File: src/rtl/elevator_pkg.sv
// Shared state encoding and default timing for the elevator car sequencer.
package elevator_pkg;

    typedef enum logic [1:0] {
        ST_IDLE      = 2'd0,
        ST_MOVE_UP   = 2'd1,
        ST_MOVE_DOWN = 2'd2,
        ST_DOOR_OPEN = 2'd3
    } state_t;

    localparam int DEF_NUM_FLOORS    = 12;
    localparam int DEF_FLOOR_W       = 4;
    localparam int DEF_TRAVEL_CYCLES = 4;
    localparam int DEF_DOOR_CYCLES   = 3;

    // Counter width able to hold 0..n-1, never narrower than one bit.
    function automatic int cnt_width(input int n);
        return (n > 1) ? $clog2(n) : 1;
    endfunction

endpackage

File: src/rtl/elevator_req_scan.sv
// Combinational scan of outstanding calls relative to a floor: here / above / below.
module elevator_req_scan #(
    parameter int NUM_FLOORS = 12,
    parameter int FLOOR_W    = 4
) (
    input  logic [NUM_FLOORS-1:0] pending,
    input  logic [FLOOR_W-1:0]    floor,
    output logic                  here,
    output logic                  above,
    output logic                  below
);

    // Classify every pending call against the reference floor.
    always_comb begin
        here  = 1'b0;
        above = 1'b0;
        below = 1'b0;
        for (int i = 0; i < NUM_FLOORS; i++) begin
            if (pending[i]) begin
                if (i > int'(floor)) begin
                    above = 1'b1;
                end else if (i < int'(floor)) begin
                    below = 1'b1;
                end else begin
                    here = 1'b1;
                end
            end else begin
                here = here;
            end
        end
    end

endmodule

File: src/rtl/elevator_scheduler.sv
// Single-car SCAN sequencer: latches calls, steps one floor per travel period,
// and holds the door open at each served floor.
module elevator_scheduler
    import elevator_pkg::*;
#(
    parameter int NUM_FLOORS    = DEF_NUM_FLOORS,
    parameter int FLOOR_W       = DEF_FLOOR_W,
    parameter int TRAVEL_CYCLES = DEF_TRAVEL_CYCLES,
    parameter int DOOR_CYCLES   = DEF_DOOR_CYCLES
) (
    input  logic                  clk,
    input  logic                  rst,
    input  logic [NUM_FLOORS-1:0] req,
    input  logic                  door_hold,
    output logic [FLOOR_W-1:0]    current_floor,
    output logic                  door_open,
    output logic                  moving,
    output logic                  dir_up,
    output logic [NUM_FLOORS-1:0] pending
);

    localparam int TC_W = cnt_width(TRAVEL_CYCLES);
    localparam int DC_W = cnt_width(DOOR_CYCLES);
    localparam logic [TC_W-1:0]    TC_LAST   = TC_W'(TRAVEL_CYCLES - 1);
    localparam logic [DC_W-1:0]    DC_LAST   = DC_W'(DOOR_CYCLES - 1);
    localparam logic [FLOOR_W-1:0] TOP_FLOOR = FLOOR_W'(NUM_FLOORS - 1);

    function automatic logic [NUM_FLOORS-1:0] floor_onehot(input logic [FLOOR_W-1:0] f);
        return {{(NUM_FLOORS-1){1'b0}}, 1'b1} << f;
    endfunction

    state_t                  state_r, state_n;
    logic [FLOOR_W-1:0]      floor_r, floor_n;
    logic [TC_W-1:0]         tcnt_r, tcnt_n;
    logic [DC_W-1:0]         dcnt_r, dcnt_n;
    logic                    dir_r, dir_n;
    logic                    door_r, moving_r;
    logic [NUM_FLOORS-1:0]   pending_r, clr_s;
    logic                    arrive_s, here_s, above_s, below_s;

    // The scan looks at the floor the car will occupy after this edge, so an
    // arrival can decide stop/continue in the same cycle the floor changes.
    elevator_req_scan #(
        .NUM_FLOORS (NUM_FLOORS),
        .FLOOR_W    (FLOOR_W)
    ) u_scan (
        .pending (pending_r),
        .floor   (floor_n),
        .here    (here_s),
        .above   (above_s),
        .below   (below_s)
    );

    // Next floor: changes only at the end of a travel period, saturating at the ends.
    always_comb begin
        floor_n  = floor_r;
        arrive_s = 1'b0;
        case (state_r)
            ST_MOVE_UP: begin
                if (tcnt_r == TC_LAST) begin
                    arrive_s = 1'b1;
                    if (floor_r != TOP_FLOOR) floor_n = floor_r + FLOOR_W'(1);
                    else                      floor_n = floor_r;
                end else begin
                    arrive_s = 1'b0;
                end
            end
            ST_MOVE_DOWN: begin
                if (tcnt_r == TC_LAST) begin
                    arrive_s = 1'b1;
                    if (floor_r != {FLOOR_W{1'b0}}) floor_n = floor_r - FLOOR_W'(1);
                    else                            floor_n = floor_r;
                end else begin
                    arrive_s = 1'b0;
                end
            end
            default: floor_n = floor_r;
        endcase
    end

    // SCAN next-state, direction and timer control.
    always_comb begin
        state_n = state_r;
        dir_n   = dir_r;
        tcnt_n  = tcnt_r;
        dcnt_n  = dcnt_r;
        case (state_r)
            ST_IDLE: begin
                tcnt_n = {TC_W{1'b0}};
                dcnt_n = {DC_W{1'b0}};
                if (here_s) begin
                    state_n = ST_DOOR_OPEN;
                end else if (above_s && (dir_r || !below_s)) begin
                    state_n = ST_MOVE_UP;
                    dir_n   = 1'b1;
                end else if (below_s) begin
                    state_n = ST_MOVE_DOWN;
                    dir_n   = 1'b0;
                end else begin
                    state_n = ST_IDLE;
                end
            end
            ST_MOVE_UP, ST_MOVE_DOWN: begin
                if (arrive_s) begin
                    tcnt_n = {TC_W{1'b0}};
                    dcnt_n = {DC_W{1'b0}};
                    if (here_s) begin
                        state_n = ST_DOOR_OPEN;
                    end else if ((state_r == ST_MOVE_UP) ? above_s : below_s) begin
                        state_n = state_r;
                    end else begin
                        state_n = ST_IDLE;
                    end
                end else begin
                    tcnt_n = tcnt_r + TC_W'(1);
                end
            end
            ST_DOOR_OPEN: begin
                if (door_hold) begin
                    dcnt_n = {DC_W{1'b0}};
                end else if (dcnt_r == DC_LAST) begin
                    dcnt_n  = {DC_W{1'b0}};
                    state_n = ST_IDLE;
                end else begin
                    dcnt_n = dcnt_r + DC_W'(1);
                end
            end
            default: state_n = ST_IDLE;
        endcase
    end

    // A call for the floor the door is open at is served by that opening.
    always_comb begin
        if ((state_n == ST_DOOR_OPEN) || (state_r == ST_DOOR_OPEN)) clr_s = floor_onehot(floor_n);
        else                                                        clr_s = {NUM_FLOORS{1'b0}};
    end

    // State, counters, call register and registered status outputs.
    always_ff @(posedge clk) begin
        if (rst) begin
            state_r   <= ST_IDLE;
            floor_r   <= {FLOOR_W{1'b0}};
            tcnt_r    <= {TC_W{1'b0}};
            dcnt_r    <= {DC_W{1'b0}};
            dir_r     <= 1'b1;
            door_r    <= 1'b0;
            moving_r  <= 1'b0;
            pending_r <= {NUM_FLOORS{1'b0}};
        end else begin
            state_r   <= state_n;
            floor_r   <= floor_n;
            tcnt_r    <= tcnt_n;
            dcnt_r    <= dcnt_n;
            dir_r     <= dir_n;
            door_r    <= (state_n == ST_DOOR_OPEN);
            moving_r  <= (state_n == ST_MOVE_UP) || (state_n == ST_MOVE_DOWN);
            pending_r <= (pending_r | req) & ~clr_s;
        end
    end

    assign current_floor = floor_r;
    assign door_open     = door_r;
    assign moving        = moving_r;
    assign dir_up        = dir_r;
    assign pending       = pending_r;

endmodule

File: config.mk
export PLATFORM = sky130hd
export DESIGN_NAME = elevator_scheduler
export DESIGN_NICKNAME = d
export VERILOG_FILES = /design/src/rtl/elevator_pkg.sv /design/src/rtl/elevator_req_scan.sv /design/src/rtl/elevator_scheduler.sv
export SDC_FILE = /design/constraint.sdc
export NUM_CORES = 1
export LEC_CHECK = 0
export CAP_MARGIN = 15
export CORE_AREA = 2 2 52 79
export CTS_BUF_LIST = sky130_fd_sc_hd__clkbuf_2
export DETAILED_ROUTE_END_ITERATION = 6
export DIE_AREA = 0 0 54 81
export GPL_TIMING_DRIVEN = 0
export PLACE_DENSITY = 0.85
export SLEW_MARGIN = 15
export SYNTH_ARGS = -nofsm -noshare
export SYNTH_HDL_FRONTEND = slang
export SYNTH_SLANG_ARGS = --single-unit
File: constraint.sdc
create_clock -name clk -period 3.9 [get_ports clk]
set_clock_uncertainty 0.1 [all_clocks]
set_input_delay 0.585 -clock clk [delete_from_list [all_inputs] [get_ports clk]]
set_output_delay 0.585 -clock clk [all_outputs]
set_load 0.01 [all_outputs]
==> metrics <==
post-DR wirelength/cell 19.9 µm; Die X-Extent 54 µm; Pins Over Slew Limit 0; crit path kind register to register; TritonCTS clock tree built; synthesized area per cell 8.36 µm²; number of diodes 0; Top FF cell, synth dfxtp_1; final instance area 2800 µm²; DR pass1 iterations 6; share of cells above drive strength 1 0.287; worst hold margin approximately 0.42 ns; IO buf count 32; setup TNS 0 ns; worst hold path startpoint tcnt_r[0]$_SDFFE_PP0P_; GRT Total Usage 0.295; CTS H-tree lvls 1; crit path DAT 4.04 ns; core area approximately 3800 µm²; post-DP HPWL 4.41 mm; # nets final 311; post-synthesis sequential area ratio 0.254; synth-to-layout area growth 41.7%; Critical Path Source state_r[0]$_SDFF_PP0_; Synth area leader dfxtp_1; Die ar. 4370 µm²; # setup viols final 0; Syn Nets 260; Top Family by Delay on Critical Path compound AO/OA/AOI/OAI gates; Hold WC Path Type register to register; synthesized flop and latch total 25; DR vias/cell 6.88; Fmax roughly 0.26 GHz; Total Wirelength about 6.6 mm; run status complete, no violations; synthesized area 1970 µm²; Pwr Density 444 nW/µm²; Mapped Cells 236; fraction of registers with async set/reset 0; Most Crowded Layer GR met2; first-pass GRT wire length 9.63 mm; Rel. slew slack 0.577; fillcell total around 260; Skew-Pair Late Insertion Delay 0.39 ns; RePlAce Congestion 0.959; Max Buffers Root-to-Sink 2; P_leak between 0.0009 and 0.001 µW; highest-delay cell along the critical path dfxtp_4; CP Cell Sequence buf_4, ha_4, buf_6, nand3b_1, a211oi_4, nor2_4, buf_4, a22o_1, a211o_1, o31a_1, a211oi_4, a211oi_2, ha_2, nor2_4, nor2_2, a211oi_1; Largest stage delay, worst path 0.44 ns; crit share post-route 0.981; Worst Path Required 4.11 ns; crit start category register; number of remaining DRC errors 0; GRT overflow 0; RSZ-0062 raised after global routing true; Tmin final roughly 3.8 ns; reg-to-reg startpoint state_r[0]$_SDFF_PP0_; Least-Margin Pin Slew 0.634 ns; Warnings, synthesis 0; Final Hold Vio Count 0; largest net degree at the start of global routing 16; Synth top area share 0.254; num rows 28; met1 usage 0.341; DR iter-0 viols approximately 160; critical path peak fanout 10; Final ANT Viol Nets 0; via count of the first global-routing pass 2012; Area contributors post-synth dfxtp_1, nor2_1, a211oi_1; Die Y 81 µm; max_cap viols 0; Buf/Inv on CP 3; Post-synth EDFFs 0; VDD IR-drop max 0.441 mV; clk root buf clkbuf_2; met3 GRT Util 0.0239; Clock Sinks 25; Via Count 2276; DP Area 2350 µm²; total CTS buffers 3; Initial Util 0.521; hold buffer count at CTS 0; GRT met2 Usage 0.516; initial antenna violation count 0; library cells used by synthesis 70; I/O Pins 34; Reg clk slew, reported paths 0.27 ns; crit end category register
==> placed cells by master, fill, tap and decap left out, drive strengths merged, types with 4 or more instances in the layout <==
master	instances
a31oi	5
dfxtp	25
a211oi	18
clkdlybuf4s50	32
o21ai	8
nand3	9
nor4	4
ha	9
buf	23
clkbuf	6
nor2	37
inv	9
nand2b	4
nand4	6
a21oi	9
nor3	11
nand2	11
==> through the flow <==
stage	power (µW)	std cells	util	worst slack, ns
2_1_floorplan	723	236	-	0.375
3_3_place_gp	866	313	0.621	-0.368
3_5_place_dp	882	313	0.621	-0.346
4_1_cts	1070	323	0.668	-0.00632
5_1_grt	1310	331	0.739	-0.0642
6_report	1240	331	0.739	0.0727
==> routing by layer <==
layer,wire length [µm],vias to the layer above,part of all wire
met4,407,0,0.062
met1,2360,1071,0.36
met2,3410,147,0.52
li1,-,1012,-
met3,427,46,0.065
met5,0,-,0
==> timing repair <==
item	in CTS	in global routing
pin swaps	5	14
buffers inserted	6	9
setup endpoints to repair	12	12
resized for setup	23	39
==> tightest hold or removal path, cell delays in order (launching register included) <==
cell     delay [ns]
dfxtp_2        0.40
nand2_1        0.06
a21oi_1        0.06
==> sequential cells by signal (all words and copies together), names as in the netlist <==
| register | flops |
|---|---|
| pending | 12 |
| current_floor | 4 |
| dcnt_r | 2 |
| state_r | 2 |
| tcnt_r | 2 |
| dir_up | 1 |
| door_open | 1 |
| moving | 1 |
==> worst paths after layout <==
path                            end  slack [ns]  cells past startpoint
min reg2reg  tcnt_r[0]$_SDFFE_PP0P_        0.42                      2
max reg2reg   pending[1]$_SDFF_PP0_        0.07                     16
min          tcnt_r[0]$_SDFFE_PP0P_        0.42                      2
max           pending[1]$_SDFF_PP0_        0.07                     16
==> report_power, final <==
| group | total (µW) | leakage (µW) | internal, µW | switching (µW) |
|---|---|---|---|---|
| registers | 342 | 0.000209 | 299 | 43.3 |
| clock network | 113 | 0.0000126 | 23.8 | 89.0 |
| logic | 786 | 0.000759 | 350 | 436 |
==> cell usage after synthesis, types with 2 or more instances <==
cell / number
o31ai_1: 2
mux2i_1: 2
mux2_4: 2
nand4bb_1: 2
nand3b_1: 3
nor4_1: 3
buf_6: 2
clkbuf_1: 2
o31a_1: 2
a211oi_4: 2
a31oi_1: 5
nor2b_1: 3
nand2_1: 10
a21oi_1: 9
dfxtp_1: 25
nor2_1: 36
nor4b_1: 2
and4_1: 2
a41oi_2: 2
nand3_1: 8
buf_2: 6
ha_1: 9
o32a_1: 2
a211o_1: 3
o21ai_1: 2
nor3_1: 11
inv_1: 9
o21ai_0: 5
nand4_1: 6
nand2b_1: 4
a211oi_1: 16
==> cell families after synthesis <==
family | count (synthesis) | share of synthesized area
adder cells (fa/ha/maj) | 9 | 0.0571
buffers and inverters | 21 | 0.0533
AND/OR/NAND/NOR | 107 | 0.308
AO/OA/AOI/OAI | 70 | 0.302
multiplexers | 4 | 0.0254
flip-flops | 25 | 0.254
==> cell type report <==
cell class / instances / area (µm²) / area share
sequential: 25 / 512 / 0.183
inverter: 9 / 33.8 / 0.0121
clock buffer: 3 / 15.0 / 0.00537
timing repair buffer: 47 / 433 / 0.155
clock inverter: 1 / 7.51 / 0.00269
multi-input combinational: 190 / 1660 / 0.595
tap: 45 / 56.3 / 0.0201
buffer: 11 / 75.1 / 0.0269
Power figures use the tool's default switching activity.
